--- config.mk ---
export PLATFORM = sky130hd
export DESIGN_NAME = dma_timing_ctrl
export DESIGN_NICKNAME = d
export VERILOG_FILES = /design/src/rtl/dma_timing_ctrl.sv
export SDC_FILE = /design/constraint.sdc
export NUM_CORES = 1
export LEC_CHECK = 0
export CAP_MARGIN = 20
export CELL_PAD_IN_SITES_DETAIL_PLACEMENT = 1
export CELL_PAD_IN_SITES_GLOBAL_PLACEMENT = 2
export CORE_UTILIZATION = 23
export DETAILED_ROUTE_END_ITERATION = 16
export GPL_TIMING_DRIVEN = 1
export PLACE_DENSITY = 0.82
export SLEW_MARGIN = 10
export SYNTH_ARGS = -nofsm -noshare
export SYNTH_HDL_FRONTEND = slang
export SYNTH_SLANG_ARGS = --single-unit
--- constraint.sdc ---
create_clock -name CLK -period 2.65 [get_ports CLK]
set_input_delay 0.6625 -clock CLK [delete_from_list [all_inputs] [get_ports CLK]]
set_output_delay 0.6625 -clock CLK [all_outputs]
set_load 0.005 [all_outputs]
--- src/rtl/dma_timing_ctrl.sv ---
// Channel arbiter and SI/S0/S1-S4/SC transfer sequencer for an 8237A-style DMA
// controller. Every output is a register loaded from the state being entered.
module dma_timing_ctrl (
    input  logic        CLK,
    input  logic        RESET_N,
    input  logic [3:0]  DREQ,
    input  logic        HLDA,
    input  logic        EOP_N,
    input  logic [7:0]  commandReg,
    input  logic [23:0] modeReg,
    input  logic [3:0]  maskReg,
    input  logic [3:0]  requestReg,
    input  logic [3:0]  currWordZero,
    output logic        HRQ,
    output logic        AEN,
    output logic        ADSTB,
    output logic [3:0]  DACK,
    output logic        IOR_N_o,
    output logic        IOW_N_o,
    output logic        MEMR_N_o,
    output logic        MEMW_N_o,
    output logic        Program,
    output logic [1:0]  activeCh,
    output logic        enCurrAddr,
    output logic        ldCurrAddrTemp,
    output logic        ldCurrWordTemp,
    output logic        ldTempCurrAddr,
    output logic        ldTempCurrWord,
    output logic [3:0]  TC,
    output logic [3:0]  valid_DREQ
);
    localparam int unsigned NUM_CH = 4;
    localparam int unsigned CH_W   = 2;
    localparam int unsigned CFG_W  = 6;

    localparam logic [1:0] MODE_DEMAND  = 2'b00;
    localparam logic [1:0] MODE_SINGLE  = 2'b01;
    localparam logic [1:0] MODE_BLOCK   = 2'b10;
    localparam logic [1:0] MODE_CASCADE = 2'b11;

    typedef enum logic [2:0] {
        ST_SI, ST_S0, ST_S1, ST_S2, ST_S3, ST_S4, ST_SC
    } state_t;

    state_t            state_q, state_d;
    logic [CH_W-1:0]   prio_ptr_q, prio_ptr_d, ch_d;
    logic [CH_W-1:0]   arb_base, arb_idx, arb_win;
    logic              arb_hit;
    logic [NUM_CH-1:0] req_c, ch_onehot;
    logic [CFG_W-1:0]  ch_cfg;
    logic              is_write, is_read;
    logic [1:0]        xfer_mode;
    logic              eop_seen_q, eop_seen_d, term_q, term_d;
    logic              in_xfer, rd_phase, wr_phase;
    logic              hrq_d, aen_d, adstb_d, program_d;
    logic              ior_n_d, iow_n_d, memr_n_d, memw_n_d;
    logic              en_curr_addr_d, ld_to_temp_d, ld_from_temp_d;
    logic [NUM_CH-1:0] dack_d, tc_d;
    logic              unused_bits;

    assign unused_bits = ^{commandReg[5], commandReg[3], commandReg[1:0], ch_cfg[3:2]};

    assign req_c = (requestReg | (DREQ ^ {NUM_CH{commandReg[6]}}))
                 & ~maskReg & {NUM_CH{~commandReg[2]}};

    // Mode fields of the channel in service; type 11 falls through as verify
    always_comb begin
        case (activeCh)
            2'd0:    ch_cfg = modeReg[5:0];
            2'd1:    ch_cfg = modeReg[11:6];
            2'd2:    ch_cfg = modeReg[17:12];
            default: ch_cfg = modeReg[23:18];
        endcase
    end

    assign is_write  = (ch_cfg[1:0] == 2'b01);
    assign is_read   = (ch_cfg[1:0] == 2'b10);
    assign xfer_mode = ch_cfg[5:4];

    // Scan from lowest to highest priority so the highest-priority hit wins
    always_comb begin
        arb_base = commandReg[4] ? prio_ptr_q : '0;
        arb_idx  = '0;
        arb_win  = '0;
        arb_hit  = 1'b0;
        for (int i = int'(NUM_CH) - 1; i >= 0; i--) begin
            arb_idx = arb_base + CH_W'(i);
            if (req_c[arb_idx]) begin
                arb_win = arb_idx;
                arb_hit = 1'b1;
            end
        end
    end

    always_comb begin
        state_d    = state_q;
        ch_d       = activeCh;
        prio_ptr_d = prio_ptr_q;
        eop_seen_d = eop_seen_q;
        term_d     = term_q;
        case (state_q)
            ST_SI: begin
                if (arb_hit) begin
                    state_d = ST_S0;
                    ch_d    = arb_win;
                end
            end
            ST_S0: begin
                if (HLDA) begin
                    state_d = (xfer_mode == MODE_CASCADE) ? ST_SC : ST_S1;
                end else if (!req_c[activeCh]) begin
                    state_d = ST_SI;
                end
            end
            ST_S1: begin
                eop_seen_d = 1'b0;
                term_d     = 1'b0;
                state_d    = HLDA ? ST_S2 : ST_SI;
            end
            ST_S2: begin
                eop_seen_d = eop_seen_q | ~EOP_N;
                state_d    = HLDA ? ST_S3 : ST_SI;
            end
            ST_S3: begin
                if (HLDA) begin
                    state_d = ST_S4;
                    term_d  = currWordZero[activeCh] | eop_seen_q | ~EOP_N;
                end else begin
                    state_d = ST_SI;
                end
            end
            ST_S4: begin
                if (!term_q && (xfer_mode == MODE_BLOCK ||
                                (xfer_mode == MODE_DEMAND && req_c[activeCh]))) begin
                    state_d = ST_S1;
                end else begin
                    state_d    = ST_SI;
                    prio_ptr_d = activeCh + CH_W'(1);
                end
            end
            ST_SC: begin
                if (!req_c[activeCh]) state_d = ST_SI;
            end
            default: state_d = ST_SI;
        endcase
    end

    // Output values for the state being entered
    always_comb begin
        in_xfer        = state_d inside {ST_S1, ST_S2, ST_S3, ST_S4};
        rd_phase       = state_d inside {ST_S2, ST_S3};
        wr_phase       = (state_d == ST_S3);
        ch_onehot      = NUM_CH'(1) << ch_d;
        hrq_d          = (state_d != ST_SI);
        aen_d          = in_xfer;
        adstb_d        = (state_d == ST_S1);
        en_curr_addr_d = (state_d == ST_S1);
        program_d      = (state_d == ST_SI) && !HLDA;
        dack_d         = ((in_xfer || state_d == ST_SC) ? ch_onehot : '0)
                       ^ {NUM_CH{~commandReg[7]}};
        ior_n_d        = ~(is_write && rd_phase);
        memr_n_d       = ~(is_read && rd_phase);
        memw_n_d       = ~(is_write && wr_phase);
        iow_n_d        = ~(is_read && wr_phase);
        ld_to_temp_d   = (state_q == ST_S2) && (state_d == ST_S3);
        ld_from_temp_d = (state_d == ST_S4);
        tc_d           = ((state_q == ST_S3) && (state_d == ST_S4) && term_d) ? ch_onehot : '0;
    end

    always_ff @(posedge CLK) begin
        if (!RESET_N) begin
            state_q        <= ST_SI;
            prio_ptr_q     <= '0;
            eop_seen_q     <= 1'b0;
            term_q         <= 1'b0;
            activeCh       <= '0;
            HRQ            <= 1'b0;
            AEN            <= 1'b0;
            ADSTB          <= 1'b0;
            DACK           <= '0;
            IOR_N_o        <= 1'b1;
            IOW_N_o        <= 1'b1;
            MEMR_N_o       <= 1'b1;
            MEMW_N_o       <= 1'b1;
            Program        <= 1'b0;
            enCurrAddr     <= 1'b0;
            ldCurrAddrTemp <= 1'b0;
            ldCurrWordTemp <= 1'b0;
            ldTempCurrAddr <= 1'b0;
            ldTempCurrWord <= 1'b0;
            TC             <= '0;
            valid_DREQ     <= '0;
        end else begin
            state_q        <= state_d;
            prio_ptr_q     <= prio_ptr_d;
            eop_seen_q     <= eop_seen_d;
            term_q         <= term_d;
            activeCh       <= ch_d;
            HRQ            <= hrq_d;
            AEN            <= aen_d;
            ADSTB          <= adstb_d;
            DACK           <= dack_d;
            IOR_N_o        <= ior_n_d;
            IOW_N_o        <= iow_n_d;
            MEMR_N_o       <= memr_n_d;
            MEMW_N_o       <= memw_n_d;
            Program        <= program_d;
            enCurrAddr     <= en_curr_addr_d;
            ldCurrAddrTemp <= ld_to_temp_d;
            ldCurrWordTemp <= ld_to_temp_d;
            ldTempCurrAddr <= ld_from_temp_d;
            ldTempCurrWord <= ld_from_temp_d;
            TC             <= tc_d;
            valid_DREQ     <= req_c;
        end
    end
endmodule
Word-level counts from Yosys, hierarchy flattened

Cells that the tools add are included.

Bits in registers: 31
Word-level logic and storage cells: 123

Add/subtract/negate cells: 4
Order comparisons: 5
Eq/ne operators: 17
Shift-type cells: 1
Multiplexer cells: 37
Bitwise operators: 17
Reductions and logical operators: 24

Operators with widths:

| kind                | count |
|---|---|
| $pmux 3 s7          | 1 |
| $eq 3x3->1 const B  | 6 |
| $mux 2              | 9 |
| $mux 3              | 6 |
| $pmux 6 s3          | 1 |
| $lt 2x3->1 const B  | 5 |
| $bmux 1 s2          | 6 |
| $eq 3x2->1 const B  | 4 |
| $mux 1              | 11 |
| $logic_and 1x1->1   | 10 |
| $and 4x4->4         | 2 |
| $eq 2x2->1 const B  | 4 |
| $not 1->1           | 8 |
| $xor 4x4->4         | 2 |
| $logic_not 3->1     | 2 |
| $add 2x1->2 const B | 2 |
| $add 2x2->2 const B | 2 |
| $eq 2x1->1 const B  | 2 |
| $logic_not 2->1     | 2 |
| $mux 4              | 1 |
| $not 4->4           | 1 |
| $or 4x4->4          | 1 |
| $pmux 1 s2          | 2 |
| $reduce_and 2->1    | 2 |
| 8 further kinds     | 13 |

Depth between registers and ports, before layout

Word-level depth: 17
Depth in mapped cells: 9
Depth with buffers taken out: 9

Worst setup path before layout

Ideal clock, no wire load.

Path type: input to register
Start point: input DREQ[0]
End point: register HRQ
Arrival: 2.138 ns
Data required time: 2.522 ns
Slack: 0.385 ns
Stages: 7
Path buffers: 0
Cell sequence: xor2_1 > o21a_2 > mux4_2 > a311oi_4 > o211ai_2 > nor2_1 > nor2_1

Cells in the longest elaborated chain, start to end: 13
Elaborated cells between the ends (all ways): 27

Ends and longest elaborated chain:

| item                         | line | RTL |
|---|---|---|
| start: declaration           | 6    | `input logic [3:0] DREQ,` |
| $xor 4x4->4 *                | 63   | `assign req_c = (requestReg \| (DREQ ^ {NUM_CH{commandReg[6]}}))` |
| $or 4x4->4 *                 | 63   |  |
| $and 4x4->4 * (2 in a row)   | 64   | `& ~maskReg & {NUM_CH{~commandReg[2]}};` |
| $bmux 1 s2                   | 88   | `if (req_c[arb_idx]) begin` |
| $mux 1 (not written as such) | 88   |  |
| $mux 1 (4 in a row)          | 88   |  |
| $mux 3                       | 103  | `if (arb_hit) begin` |
| $pmux 3 s7 *                 | 101  | `case (state_q)` |
| $reduce_bool 3->1 *          | 154  | `hrq_d = (state_d != ST_SI);` |
| end signal: assignment       | 199  | `HRQ <= hrq_d;` |
| end: declaration             | 14   | `output logic HRQ,` |

Every way passes the cells marked *; elsewhere a longest branch is shown, timed or not. The select of a mux whose other input is x is not followed.
A chain may end at the register's enable or synchronous reset.

Worst setup path after layout

Ends and elaborated chain as after synthesis.

==> results.txt <==
- Hold timing on the final database bottoms out at a slack of 0.539 ns.
- Buffers inserted during clock tree synthesis total 5.
* Number of distinct library cells after synthesis: 53
- Flip-flop and latch count after synthesis: 31
- In this run the mean area of a mapped cell was 8.95 um^2.
* Gr ovfl total: 0
- The H-tree generated during clock tree synthesis spans 2 levels.
- Cell Area, Synth: 0.00171 mm^2
- Worst r2r dst: DACK[2]$_SDFF_PN0_
- Number of violations of the max-capacitance limit: 0
* Start point of the critical path: DREQ[0]
- The share of synthesized area in the top cell type comes to 0.363.
* Core occupancy in the finished layout: 0.361
- Overall track demand over capacity in global routing: 0.135
- Design Area, Final: 0.00260 mm^2
* Clock tree from TritonCTS: done
* Post-synthesis instance total: 191
* Final HPWL DP: 3.90 mm
- The run finished with clean final reports.
- Total inserted antenna cells: 0
* Horiz. Die Dim: 88.2 um
* Worst setup EP type: flop
- Dominant cells by area after synthesis: dfxtp_1, nor2_1, mux2i_1, nand3_1, xor2_1
- Final critical-path required period: 2.55 ns
- Latest clock arrival within the worst-skew pair: 0.29 ns
- Maximum number of pins on one net before global-route repair: 14
- Dividing the detail-routed wire length by the instance count gives 13.2 um.
- The library cell used most frequently in the layout, excluding fill and tap cells, is clkdlybuf4s50_1.
- Of all cell types, the one taking the most synthesized area is dfxtp_1.
* Number of iterations in the first detailed-routing pass: 4
* End of the worst hold path: eop_seen_q$_SDFFE_PN0P_
- The floorplan step set the die height to 88.2 um.
* Hold path startpoint: eop_seen_q$_SDFFE_PN0P_
- The final max-slew violation count came to 0.
- Derived from the worst setup path, the maximum achievable clock frequency is 393 MHz.
- For this design, the sink count on the clock tree is 31.
* Reg-to-Reg Start: activeCh[0]$_SDFF_PN0_
- Max-Slew Margin vs Limit: 0.702
- Boundary Pins: 79
- Number of antenna violations at the first check in global routing: 0
- Summed over all cells, the static leakage comes to 0.000997 uW.
* Yosys Warn Count: 0
- Setup WS post-layout: 0.105 ns
* Longest Clk Path Bufs: 2
- After the last flow step, the layout net total stands at 322.
- After clock tree synthesis, the setup repair step added 0 buffers.
* Routability congestion estimate: 0.792
- Startpoint kind of the worst setup timing path: primary input
- Post-synth ARST share: 0
- CTS placed an instance of clkbuf_8 at the clock tree root.
- Vias after detailed routing: 1,669
- Setup slack on the worst flop-to-flop path: 0.32 ns
- In this run the cell area measured after placement is 0.00252 mm^2.
- Setup repair after global routing left no endpoint under its margin.
* Hold path depth: 1
- The floorplan has 31 rows.
* Critical path fanouts, max: 6
- Number of remaining DRC errors: 0
- Setup violations remaining at the end of the flow were counted as 0.
- Layout overhead on the synthesized area: 52.1%
- Once detail routing completed, the nets flagged for antenna violations numbered 0.
- Dividing the final minimum period by the clock period gives 0.960.
- CTS hold repair buffers: 0
* Required @ worst endpoint: 2.82 ns
* Starting density of the core: 0.237
- For this design the ratio of total power to cell area is 466 mW/mm^2.
- Between clock sinks in the finished design, the worst skew comes to 0.00625 ns.
- Clock-pin slew reported for the worst setup and hold paths after clock tree synthesis: 0.07 ns
* Core Box Area: 0.00721 mm^2
- Dpl ws: -0.330 ns
- Ratio of routed vias to standard cells: 4.56
* Vias in the first global route: 1,652
- The first global-routing pass estimated 7.98 mm of wire.
* Wire length reported by the detailed router: 4.83 mm
- In this run the tool buffered the top-level ports with 66 buffer cells.
- The hold violation count in the final report was 0.
- Synthesized Nets: 247
- Die area: 0.00779 mm^2
- Synth Flop Type: dfxtp_1
- Initial detailed-routing violation count: 53
* Maximum vdd ir drop: 0.182 mV
- The worst setup path is of the primary input to flop kind.
- EDFF count, synth: 0
* Hold crit path type: flop to flop
- For the worst setup path, the data arrival time is 2.72 ns.
- Total power draw: 1210 uW
- The library cells used most frequently in the layout, excluding fill and tap cells, are clkdlybuf4s50_1, dfxtp_1, nor2_1, nand2_1, nand3_1.
* Worst-margin pin slew: 0.442 ns
* Share of cells above drive strength 1: 0.131
* Sequential element share of the synthesized area: 0.363
- Counting cells, the worst reg-to-reg path comes to 9.
==> cell usage after synthesis (all sizes together), types with 4 or more instances <==
cell type / number
a21oi: 6
buf: 6
dfxtp: 31
o21ai: 14
nor3b: 5
mux2i: 8
ha: 4
inv: 7
nor2: 28
o21a: 4
xor2: 6
nand2: 13
nand3: 11
==> registers in the layout (all words and copies together) (netlist names), 2 cells and up <==
| name | count |
|---|---|
| valid_DREQ | 4 |
| DACK | 4 |
| activeCh | 2 |
| TC | 4 |
| state_q | 3 |
| prio_ptr_q | 2 |
==> per-layer routing <==
layer  wire, um  GRT usage  vias up
met5          0          0        -
met4         77     0.0528        0
met3        224     0.0345        6
met2       2270      0.221       51
met1       2260      0.171      778
li1           -          -      834
==> how the worst max path moves through the flow <==
stage | end | slack, ns
after floorplan | HRQ$_SDFF_PN0_ | 0.38
after global placement | HRQ$_SDFF_PN0_ | -0.31
after detailed placement | HRQ$_SDFF_PN0_ | -0.33
after CTS | HRQ$_SDFF_PN0_ | 0.02
after global routing | TC[2]$_SDFF_PN0_ | 0.02
final | HRQ$_SDFF_PN0_ | 0.10
==> cell families after synthesis <==
logic type | share of synthesized area
flops | 0.363
buf+inv | 0.0454
fa+ha+maj | 0.0293
compound gates | 0.215
simple gates | 0.238
mux | 0.0732
xor+xnor | 0.0358
==> area by class of cell <==
| class | count | area, um^2 |
|---|---|---|
| clock inverters | 3 | 15.0 |
| flip-flops and latches | 31 | 621 |
| well taps | 99 | 124 |
| repair buffers | 76 | 734 |
| multi-input cells | 145 | 1010 |
| inverters | 7 | 26.3 |
| clock buffers | 5 | 68.8 |
| fillers | 868 | 4610 |
==> per-stage QoR <==
step,setup TNS [ns],std cells
after global placement,-4.18,358
after floorplan,0,191
after global routing,0,366
final,0,366
after detailed placement,-4.75,358
after CTS,0,366
==> report_power, final <==
| group | internal (uW) | switching, uW |
|---|---|---|
| clock | 179 | 175 |
| combinational | 186 | 160 |
| sequential | 488 | 23.8 |
| total | 854 | 358 |
==> worst max-delay path: stages <==
cell	delay, ns
clkdlybuf4s50_1	0.41
xor2_1	0.17
o21a_2	0.25
mux4_2	0.57
a311oi_4	0.31
o211ai_2	0.18
nor2_1	0.12
nor2_1	0.04
==> timing repair <==
action | CTS | global route
resized for setup | 1 | 0
endpoints found under the setup margin | 3 | 2
pin swaps | 1 | 1
Note: power is estimated with default switching activity, not from simulation.
